## src/rtl/frs_queueing_message_queue.sv

```systemverilog
// ============================================================================
//  Module   : frs_queueing_message_queue
//  Brief    : FRS Queueing capability register body with message FIFO and irq.
//  Revision : 1.0
// ============================================================================
`default_nettype none

module frs_queueing_message_queue #(
  parameter int DEPTH = 8,
  parameter int CW    = $clog2(DEPTH + 1)
) (
  input  logic          clk,
  input  logic          rst,
  input  logic          i_frs_msg_valid,
  input  logic [15:0]   i_frs_msg_func_id,
  input  logic [3:0]    i_frs_msg_reason,
  input  logic [31:0]   i_hdr_data,
  input  logic [4:0]    i_int_msg_num,
  input  logic          i_cfg_rd,
  input  logic          i_cfg_wr,
  input  logic [1:0]    i_cfg_dw,
  input  logic [31:0]   i_cfg_wr_data,
  input  logic [3:0]    i_cfg_wr_be,
  output logic [31:0]   o_cfg_rd_data,
  output logic          o_cfg_rd_valid,
  output logic          o_frs_irq,
  output logic [CW-1:0] o_queue_count
);

  localparam int              c_PW      = (DEPTH > 1) ? $clog2(DEPTH) : 1;
  localparam logic [c_PW-1:0] c_LAST    = c_PW'(DEPTH - 1);
  localparam logic [CW-1:0]   c_FULL    = CW'(DEPTH);
  localparam logic [11:0]     c_DEPTH12 = 12'(DEPTH);

  logic [15:0]     r_func   [DEPTH];
  logic [3:0]      r_reason [DEPTH];
  logic [c_PW-1:0] r_head;
  logic [c_PW-1:0] r_tail;
  logic [CW-1:0]   r_count;
  logic            r_rcv;
  logic            r_ovf;
  logic            r_ie;
  logic            r_irq;
  logic [31:0]     r_rd_data;
  logic            r_rd_valid;

  logic            w_empty;
  logic            w_full;
  logic            w_deq;
  logic            w_enq;
  logic            w_ovf_evt;
  logic            w_stat_wr;
  logic            w_rcv_nx;
  logic            w_ovf_nx;
  logic            w_ie_nx;
  logic            w_irq_nx;
  logic [31:0]     w_rd_mux;
  logic            w_unused;

  assign w_unused = &{1'b0, i_cfg_wr_data[31:17], i_cfg_wr_data[15:2],
                      i_cfg_wr_be[3], i_cfg_wr_be[1]};

  assign w_empty   = (r_count == '0);
  assign w_full    = (r_count == c_FULL);
  // A dequeue frees a slot in the same cycle, so a full queue still accepts.
  assign w_deq     = i_cfg_wr && (i_cfg_dw == 2'd3) && !w_empty;
  assign w_enq     = i_frs_msg_valid && (!w_full || w_deq);
  assign w_ovf_evt = i_frs_msg_valid && w_full && !w_deq;
  assign w_stat_wr = i_cfg_wr && (i_cfg_dw == 2'd2);

  always_comb begin
    w_rcv_nx = r_rcv;
    w_ovf_nx = r_ovf;
    w_ie_nx  = r_ie;
    if (w_stat_wr && i_cfg_wr_be[0] && i_cfg_wr_data[0]) w_rcv_nx = 1'b0;
    if (w_stat_wr && i_cfg_wr_be[0] && i_cfg_wr_data[1]) w_ovf_nx = 1'b0;
    if (w_stat_wr && i_cfg_wr_be[2])                     w_ie_nx  = i_cfg_wr_data[16];
    if (w_enq)     w_rcv_nx = 1'b1;
    if (w_ovf_evt) w_ovf_nx = 1'b1;
    // Pulse only on rising status or rising enable, never on a held level.
    w_irq_nx = w_ie_nx && ((w_rcv_nx && !r_rcv) || (w_ovf_nx && !r_ovf) ||
                           (!r_ie && (w_rcv_nx || w_ovf_nx)));
  end

  always_comb begin
    w_rd_mux = '0;
    case (i_cfg_dw)
      2'd0: w_rd_mux = i_hdr_data;
      2'd1: w_rd_mux = {11'b0, i_int_msg_num, 4'b0, c_DEPTH12};
      2'd2: w_rd_mux = {15'b0, r_ie, 14'b0, r_ovf, r_rcv};
      default: begin
        if (!w_empty) w_rd_mux = {12'b0, r_reason[r_head], r_func[r_head]};
      end
    endcase
  end

  always_ff @(posedge clk) begin
    if (!rst && w_enq) begin
      r_func[r_tail]   <= i_frs_msg_func_id;
      r_reason[r_tail] <= i_frs_msg_reason;
    end
  end

  always_ff @(posedge clk) begin
    if (rst) begin
      r_head     <= '0;
      r_tail     <= '0;
      r_count    <= '0;
      r_rcv      <= 1'b0;
      r_ovf      <= 1'b0;
      r_ie       <= 1'b0;
      r_irq      <= 1'b0;
      r_rd_data  <= '0;
      r_rd_valid <= 1'b0;
    end else begin
      if (w_deq) r_head <= (r_head == c_LAST) ? '0 : r_head + c_PW'(1);
      if (w_enq) r_tail <= (r_tail == c_LAST) ? '0 : r_tail + c_PW'(1);
      if (w_enq && !w_deq)      r_count <= r_count + CW'(1);
      else if (w_deq && !w_enq) r_count <= r_count - CW'(1);
      r_rcv      <= w_rcv_nx;
      r_ovf      <= w_ovf_nx;
      r_ie       <= w_ie_nx;
      r_irq      <= w_irq_nx;
      r_rd_valid <= i_cfg_rd;
      if (i_cfg_rd) r_rd_data <= w_rd_mux;
    end
  end

  assign o_cfg_rd_data  = r_rd_data;
  assign o_cfg_rd_valid = r_rd_valid;
  assign o_frs_irq      = r_irq;
  assign o_queue_count  = r_count;

endmodule

`default_nettype wire

```

## config.mk

```make
export PLATFORM = sky130hd
export DESIGN_NAME = frs_queueing_message_queue
export DESIGN_NICKNAME = d
export VERILOG_FILES = /design/src/rtl/frs_queueing_message_queue.sv
export SDC_FILE = /design/constraint.sdc
export NUM_CORES = 1
export LEC_CHECK = 0
export ABC_AREA = 1
export BUFFER_PORTS_ARGS = -buffer_cell sky130_fd_sc_hd__buf_2
export CAP_MARGIN = 10
export CORE_UTILIZATION = 50
export CTS_BUF_LIST = sky130_fd_sc_hd__clkbuf_16
export CTS_CLUSTER_DIAMETER = 60
export DETAILED_ROUTE_END_ITERATION = 7
export PLACE_DENSITY = 0.75
export SYNTH_ARGS = -nofsm -noshare
export SYNTH_HDL_FRONTEND = slang
export SYNTH_SLANG_ARGS = --single-unit
```

## constraint.sdc

```tcl
create_clock -name clk -period 2.2 [get_ports clk]
set_clock_uncertainty 0.05 [all_clocks]
set_input_delay 0 -clock clk [delete_from_list [all_inputs] [get_ports clk]]
set_output_delay 0 -clock clk [all_outputs]
set_load 0.02 [all_outputs]
```

==> results of run 1 <==
-- cell usage in the layout, fill, tap and decap left out, types with 2 or more instances in the layout --
master,count
edfxtp_1,160
o21ai_0,114
buf_2,106
nor2_1,100
dlygate4sd3_1,76
a21oi_1,63
inv_1,47
dfxtp_1,45
nand2_1,34
nand3_1,26
nor2_2,25
o211ai_1,22
buf_4,22
clkbuf_16,21
o211ai_2,18
buf_12,10
ha_1,7
a221oi_1,5
o21ai_2,5
dfxtp_2,5
clkinv_1,5
clkinv_2,4
a211oi_1,3
diode_2,2
o21ai_1,2
xor2_1,2
-- worst max-delay path, stage by stage, from the launching register on --
cell and delay (ns):
dfxtp_2 0.36, inv_1 0.06, nand2_1 0.08, nor2_2 0.05, nor2_1 0.12, inv_1 0.07
ha_1 0.22, inv_1 0.12, ha_1 0.24, nand2_1 0.07, inv_1 0.05, o21ai_2 0.12
a21o_1 0.12, nand2_1 0.05, nand2_1 0.05, a21oi_1 0.05
-- per-stage QoR --
stage	utilization	setup TNS [ns]
floorplan	-	-21.13
global placement	0.571	0
detailed placement	0.571	0
CTS	0.654	0
global route	0.654	-0.0344
finish	0.655	0
-- cell usage after synthesis, drive strengths merged --
master and instances:
fa 1, o211a 1, clkbuf 28, xor2 2, nand3 26, inv 44, o211ai 40, nor3 1
ha 7, edfxtp 160, a31o 1, dfxtp 50, xnor2 1, buf 19, a211oi 3, o21ai 121
nand2 34, a221oi 5, a21o 1, nor2 125, a21oi 63, nand4 1
-- kinds of logic (layout without fill, tap and decap cells) --
| logic type | Yosys count | count (layout) | share of synthesized area |
|---|---|---|---|
| fa+ha+maj | 8 | 8 | 0.0126 |
| simple gates | 187 | 187 | 0.0903 |
| flops | 210 | 210 | 0.678 |
| buf+inv | 91 | 294 | 0.0499 |
| other cells | 0 | 2 | 0 |
| compound gates | 235 | 235 | 0.166 |
| xor+xnor | 3 | 3 | 0.00307 |
-- sequential cells by signal (all words and copies together), names as in the netlist, named ones only --
signal          flops
o_queue_count       4
o_cfg_rd_valid      1
r_reason           32
r_tail              3
o_frs_irq           1
r_head              3
r_ovf               1
r_ie                1
r_func            128
r_rcv               1
o_cfg_rd_data      32
-- routing by layer --
metal / up-vias / global-route usage / wire, um / share of wire
met1: 3052 / 0.316 / 8730 / 0.42
met2: 295 / 0.402 / 10000 / 0.48
met3: 37 / 0.0475 / 1760 / 0.084
li1: 3002 / - / - / -
met5: - / 0 / 0 / 0
met4: 0 / 0.0817 / 442 / 0.021
-- path summary, 6_finish.rpt --
path,start,end,slack (ns),cells after the start
worst max-delay path,o_queue_count[2],o_queue_count[3],0.19,15
worst min-delay path,i_cfg_rd,o_cfg_rd_data[21],0.04,3
worst max register to register,o_queue_count[2],o_queue_count[3],0.19,15
worst min register to register,o_queue_count[3],o_queue_count[3],0.45,2
-- final cells by class --
| type | count | area [sq um] |
|---|---|---|
| clock buffer | 21 | 526 |
| tap | 220 | 275 |
| inverter | 44 | 168 |
| fill | 1162 | 5750 |
| antenna | 2 | 5.00 |
| multi-input combinational | 433 | 2360 |
| sequential | 210 | 5810 |
| timing repair buffer | 214 | 1660 |
| clock inverter | 15 | 88.8 |
-- power groups by stage --
stage          clock (mW)  sequential [mW]  combinational (mW)
2_1_floorplan           0             4.66               0.723
3_3_place_gp            0             4.58                1.23
3_5_place_dp            0             4.59                1.26
4_1_cts              3.28             4.51                1.37
5_1_grt              3.44             4.53                1.54
6_report             3.23             4.52                1.40
-- timing repair --
item / CTS / global route
setup endpoints to repair: 0 / 2
hold buffers: 76 / 0
buffers inserted: 0 / 0
hold endpoints to repair: 203 / 0
gates resized for setup: 0 / 6
==> results.yml, run 1 <==
power:
  p_int_mw: 6.81
  power.total_mw: 9.14
  p_seq_frac: 0.494
  switchingPower_mw: 2.34
  swShare: 0.255
  leakage_nw: 4.07
  power.density_mw_per_mm2: 839
  p_clk_frac: 0.353
  vdd_drop_max_mv: 0.498
  p_comb_frac: 0.153
global_routing:
  grtUsageTotal: 0.241
  grt.overflow.total: 0
  grt_pass1_vias: 6254
  grt_antenna_before_repair: 2
  grt_first_pass_wirelength_um: 32900
  grt_max_degree: 95
yosys:
  synth_area_leaders: "edfxtp_1 (56%), dfxtp_1 (12%), o21ai_0 (6.7%)"
  synth_area_sq_mm: 0.00856
  synth_cells: 734
  synth_warnings: 0
  syn_nets: 842
  yosysTopAreaCell: "edfxtp_1"
  yosysUniqueCellTypes: 32
  yosys_register_bits: 210
  seq_area_frac_synth: 0.678
  avgSynthCellArea_sq_um: 11.7
  synth_top_area_frac: 0.561
final_layout:
  final_nets: 1032
  drive_gt1_frac: 0.236
  layout.cells.non_filler: 1159
  final_cell_area_sq_mm: 0.0109
  area_delta_synth_final_pct: 27.3
placement:
  port-buffer-count: 106
  pre_cts_ws_ns: 0.0838
  detailed_place_hpwl_um: 11700
  post-place-cells: 1045
  dpl_cell_area_sq_mm: 0.00950
  place_congestion: 0.835
cts:
  clock_tree.buffer_depth: 3
  cts_buffers: 21
  cts_num_sinks: 210
  insertion_delay_ns: 0.49
  htree_num_levels: 1
  cts_tree: "done"
  cts_root_buffer: "clkbuf_16"
  path_clk_slew_ns: 0.06
sta:
  worst_pin_slew_ns: 0.560
  max_freq_mhz: 498
  hold_violations: 0
  finalWorstSetupSlack_ns: 0.191
  layout_min_cycle_time_ns: 2.01
  relSlewSlack: 0.625
  drv_slew: 0
  min_period_over_period: 0.913
  setup_viol: 0
  fin_hold_ws_ns: 0.0436
routing:
  vias: 6386
  antenna_left: 0
  dr.pass1.iters: 5
  detail_route.iter0.violations: 550
  wl_per_cell_um: 18.1
  drc: 0
  wl_um: 21000
  vias_per_cell: 5.51
floorplanning:
  fp.dieW_um: 133
  io_pins: 138
  core_sq_mm: 0.0166
  fp.dieH_um: 133
  die-area_sq_mm: 0.0176
  rows: 47
  start_util: 0.514
worst_setup_path:
  end_kind: "flop"
  crit_type: "flop to flop"
  crit_required_ns: 2.53
  crit_fanout: 4
  crit_arrival_ns: 2.34
  startpoint_type: "flop"
min_path:
  worst_hold_path_type: "primary input to flop"
flow_run:
  drv_cap: 0
run_status:
  status: "finished, final reports clean"
No activity file was read; power rests on OpenSTA's default activity.
==> run 2: changes to the inputs <==
--- a/config.mk
+++ b/config.mk
@@ -5,7 +5,6 @@
 export SDC_FILE = /design/constraint.sdc
 export NUM_CORES = 1
 export LEC_CHECK = 0
-export ABC_AREA = 1
 export BUFFER_PORTS_ARGS = -buffer_cell sky130_fd_sc_hd__buf_2
 export CAP_MARGIN = 10
 export CORE_UTILIZATION = 50
==> run 2 against run 1 <==
  * The flow now finishes with violations (setup timing)
  * Hold slack lost 0.029 ns
  * Count of clock-buffer cells in the layout rose by 2
  * Critical path depth decreased by 6
  * Die area shrank 4.9%
==> results.yml, run 2 <==
run_status:
  status: "finished, violations left"
  violations: "setup timing"
sta:
  worst_pin_slew_ns: 0.594
  rsz0062_at_grt: "true"
  setup_viol: 1
  finalWorstSetupSlack_ns: -0.144
  tns_ns: -0.144
  min_period_over_period: 1.07
  hold_violations: 0
  layout_min_cycle_time_ns: 2.34
  relSlewSlack: 0.603
  drv_slew: 0
  max_freq_mhz: 427
worst_setup_path:
  reg2reg_slack_ns: -0.14
  crit_fanout: 3
  crit_top_cell: "ha_4"
  crit_required_ns: 2.54
  crit_type: "flop to flop"
  worstPathCellList: "or4_4 -> nand3_4 -> ha_4 -> inv_4 -> ha_4 -> a21oi_4 -> a211oi_2 -> a31oi_1 -> mux2_2"
  cpMaxStageDelayCell: "or4_4"
  crit_arrival_ns: 2.68
  slowest_delay_ns: 0.56
  startpoint_type: "flop"
  end_kind: "flop"
yosys:
  yosysTopAreaCell: "edfxtp_1"
  yosysMostFrequentCell: "edfxtp_1"
  synthTopCellsByCount: "edfxtp_1 (160), dfxtp_1 (50), nand2_1 (40), nor2_1 (36), mux4_2 (35)"
  synth_top_area_frac: 0.591
  yosys_register_bits: 210
  postSynth.asyncResetShare: 0
  synth_area_leaders: "edfxtp_1 (59%), dfxtp_1 (12%), mux4_2 (9.7%)"
  yosysUniqueCellTypes: 42
  synth_warnings: 0
  synth_cells: 498
  seq_area_frac_synth: 0.714
  syn_nets: 606
  synth-edff-count: 160
  avgSynthCellArea_sq_um: 16.3
  synth_area_sq_mm: 0.00813
  synth_flop_cell: "edfxtp_1"
cts:
  cts_root_buffer: "clkbuf_16"
  cts_buffers: 22
  htree_num_levels: 1
  insertion_delay_ns: 0.49
  cts_num_sinks: 210
  clock_tree.buffer_depth: 3
  cts_tree: "done"
  path_clk_slew_ns: 0.07
power:
  power.density_mw_per_mm2: 905
  power.total_mw: 9.72
  leakage_nw: 3.94
  vdd_drop_max_mv: 0.665
min_path:
  worst_hold_path_type: "primary input to flop"
final_layout:
  final_common_cell: "edfxtp_1"
  layout.cells.non_filler: 940
  layout_common_cells: "edfxtp_1 (160), buf_2 (106), dlygate4sd3_1 (63)"
  drive_gt1_frac: 0.341
  n_antenna_cell: 0
  area_delta_synth_final_pct: 32.0
  fillers: 1033
  largest_register: "r_func"
  final_nets: 816
  largest_reg_flops: 128
floorplanning:
  io_pins: 138
  fp.dieH_um: 130
  fp.dieW_um: 130
  core_sq_mm: 0.0159
  die-area_sq_mm: 0.0168
  start_util: 0.512
  rows: 46
routing:
  wl_um: 18600
  vias: 5264
  drc: 0
  vias_per_cell: 5.60
  dr.pass1.iters: 6
  antenna_left: 0
  detail_route.iter0.violations: 410
  wl_per_cell_um: 19.8
placement:
  port-buffer-count: 106
  post-place-cells: 836
  detailed_place_hpwl_um: 11400
  pre_cts_ws_ns: -0.162
  place_congestion: 0.784
global_routing:
  grt_antenna_before_repair: 0
  grt_first_pass_wirelength_um: 28400
  grt.overflow.total: 0
  grt_max_degree: 28
  grt_pass1_vias: 5445
  grtUsageTotal: 0.228
flow_run:
  drv_cap: 0
run 2: cell count changes after synthesis, moves of 18 or more:
cell,change
o21ai_0,-109
nand3_1,-20
inv_1,-39
mux4_2,+35
o211ai_1,-21
o211ai_2,-18
nor2_1,-75
mux2i_1,+21
a21oi_1,-35
run 2: metrics by stage:
step	instance area (sq um)	hold WS, ns	utilization
after global routing	10700	0.0727	0.676
after global placement	9340	0.178	0.588
after detailed placement	9340	0.185	0.588
final	10700	0.0143	0.676
after CTS	10700	0.00559	0.674
after floorplan	8280	0.0400	-
run 2: final cells by class:
type	count	area (sq um)	share of cell area
multi-input combinational	258	2330	0.217
clock inverter	17	153	0.0142
timing repair buffer	212	1560	0.145
inverter	4	25.0	0.00233
clock buffer	23	576	0.0536
sequential	210	5820	0.542
tap	216	270	0.0252
run 2: routing by layer:
layer,track usage,vias to the layer above,wire length (um)
li1,-,2377,-
met1,0.286,2612,7420
met2,0.415,247,9540
met3,0.0351,28,1340
met4,0.0616,0,344
met5,0,-,0
run 2: final timing paths:
path	startpoint	cells past startpoint	end
worst max-delay path	o_queue_count[0]	9	o_queue_count[3]
worst min-delay path	i_hdr_data[16]	5	o_cfg_rd_data[16]
worst max register to register	o_queue_count[0]	9	o_queue_count[3]
worst min register to register	o_cfg_rd_data[17]	2	o_cfg_rd_data[17]
run 2: power by group:
part	total (mW)	switching [mW]	internal, mW
sequential	4.55	0.0983	4.45
combinational	1.49	0.751	0.736
clock	3.68	1.45	2.24
run 2: worst max-delay path, delay by kind of cell, from the launching register on:
kind            cells  cell delay, ns
simple gates        2            0.66
compound gates      3            0.41
fa+ha+maj           2            0.39
mux                 1            0.35
flops               1            0.34
buf+inv             1            0.04
run 2: cells by family after synthesis:
logic type	after synthesis	share of synthesized area
AOI/OAI and AO/OA	58	0.0477
xor gates and xnor gates	2	0.00215
adders and majority gates	8	0.0132
buffers and inverters	30	0.0175
DFF	210	0.714
muxes	59	0.127
and+or+nand+nor	131	0.0786
run 2: repair_timing:
action | 4_1_cts | 5_1_grt
setup buffers | 1 | 0
gates resized for setup | 3 | 4
setup endpoints to repair | 2 | 2
pin swaps | 2 | 1
hold endpoints to repair | 206 | 0
hold buffers | 63 | 0
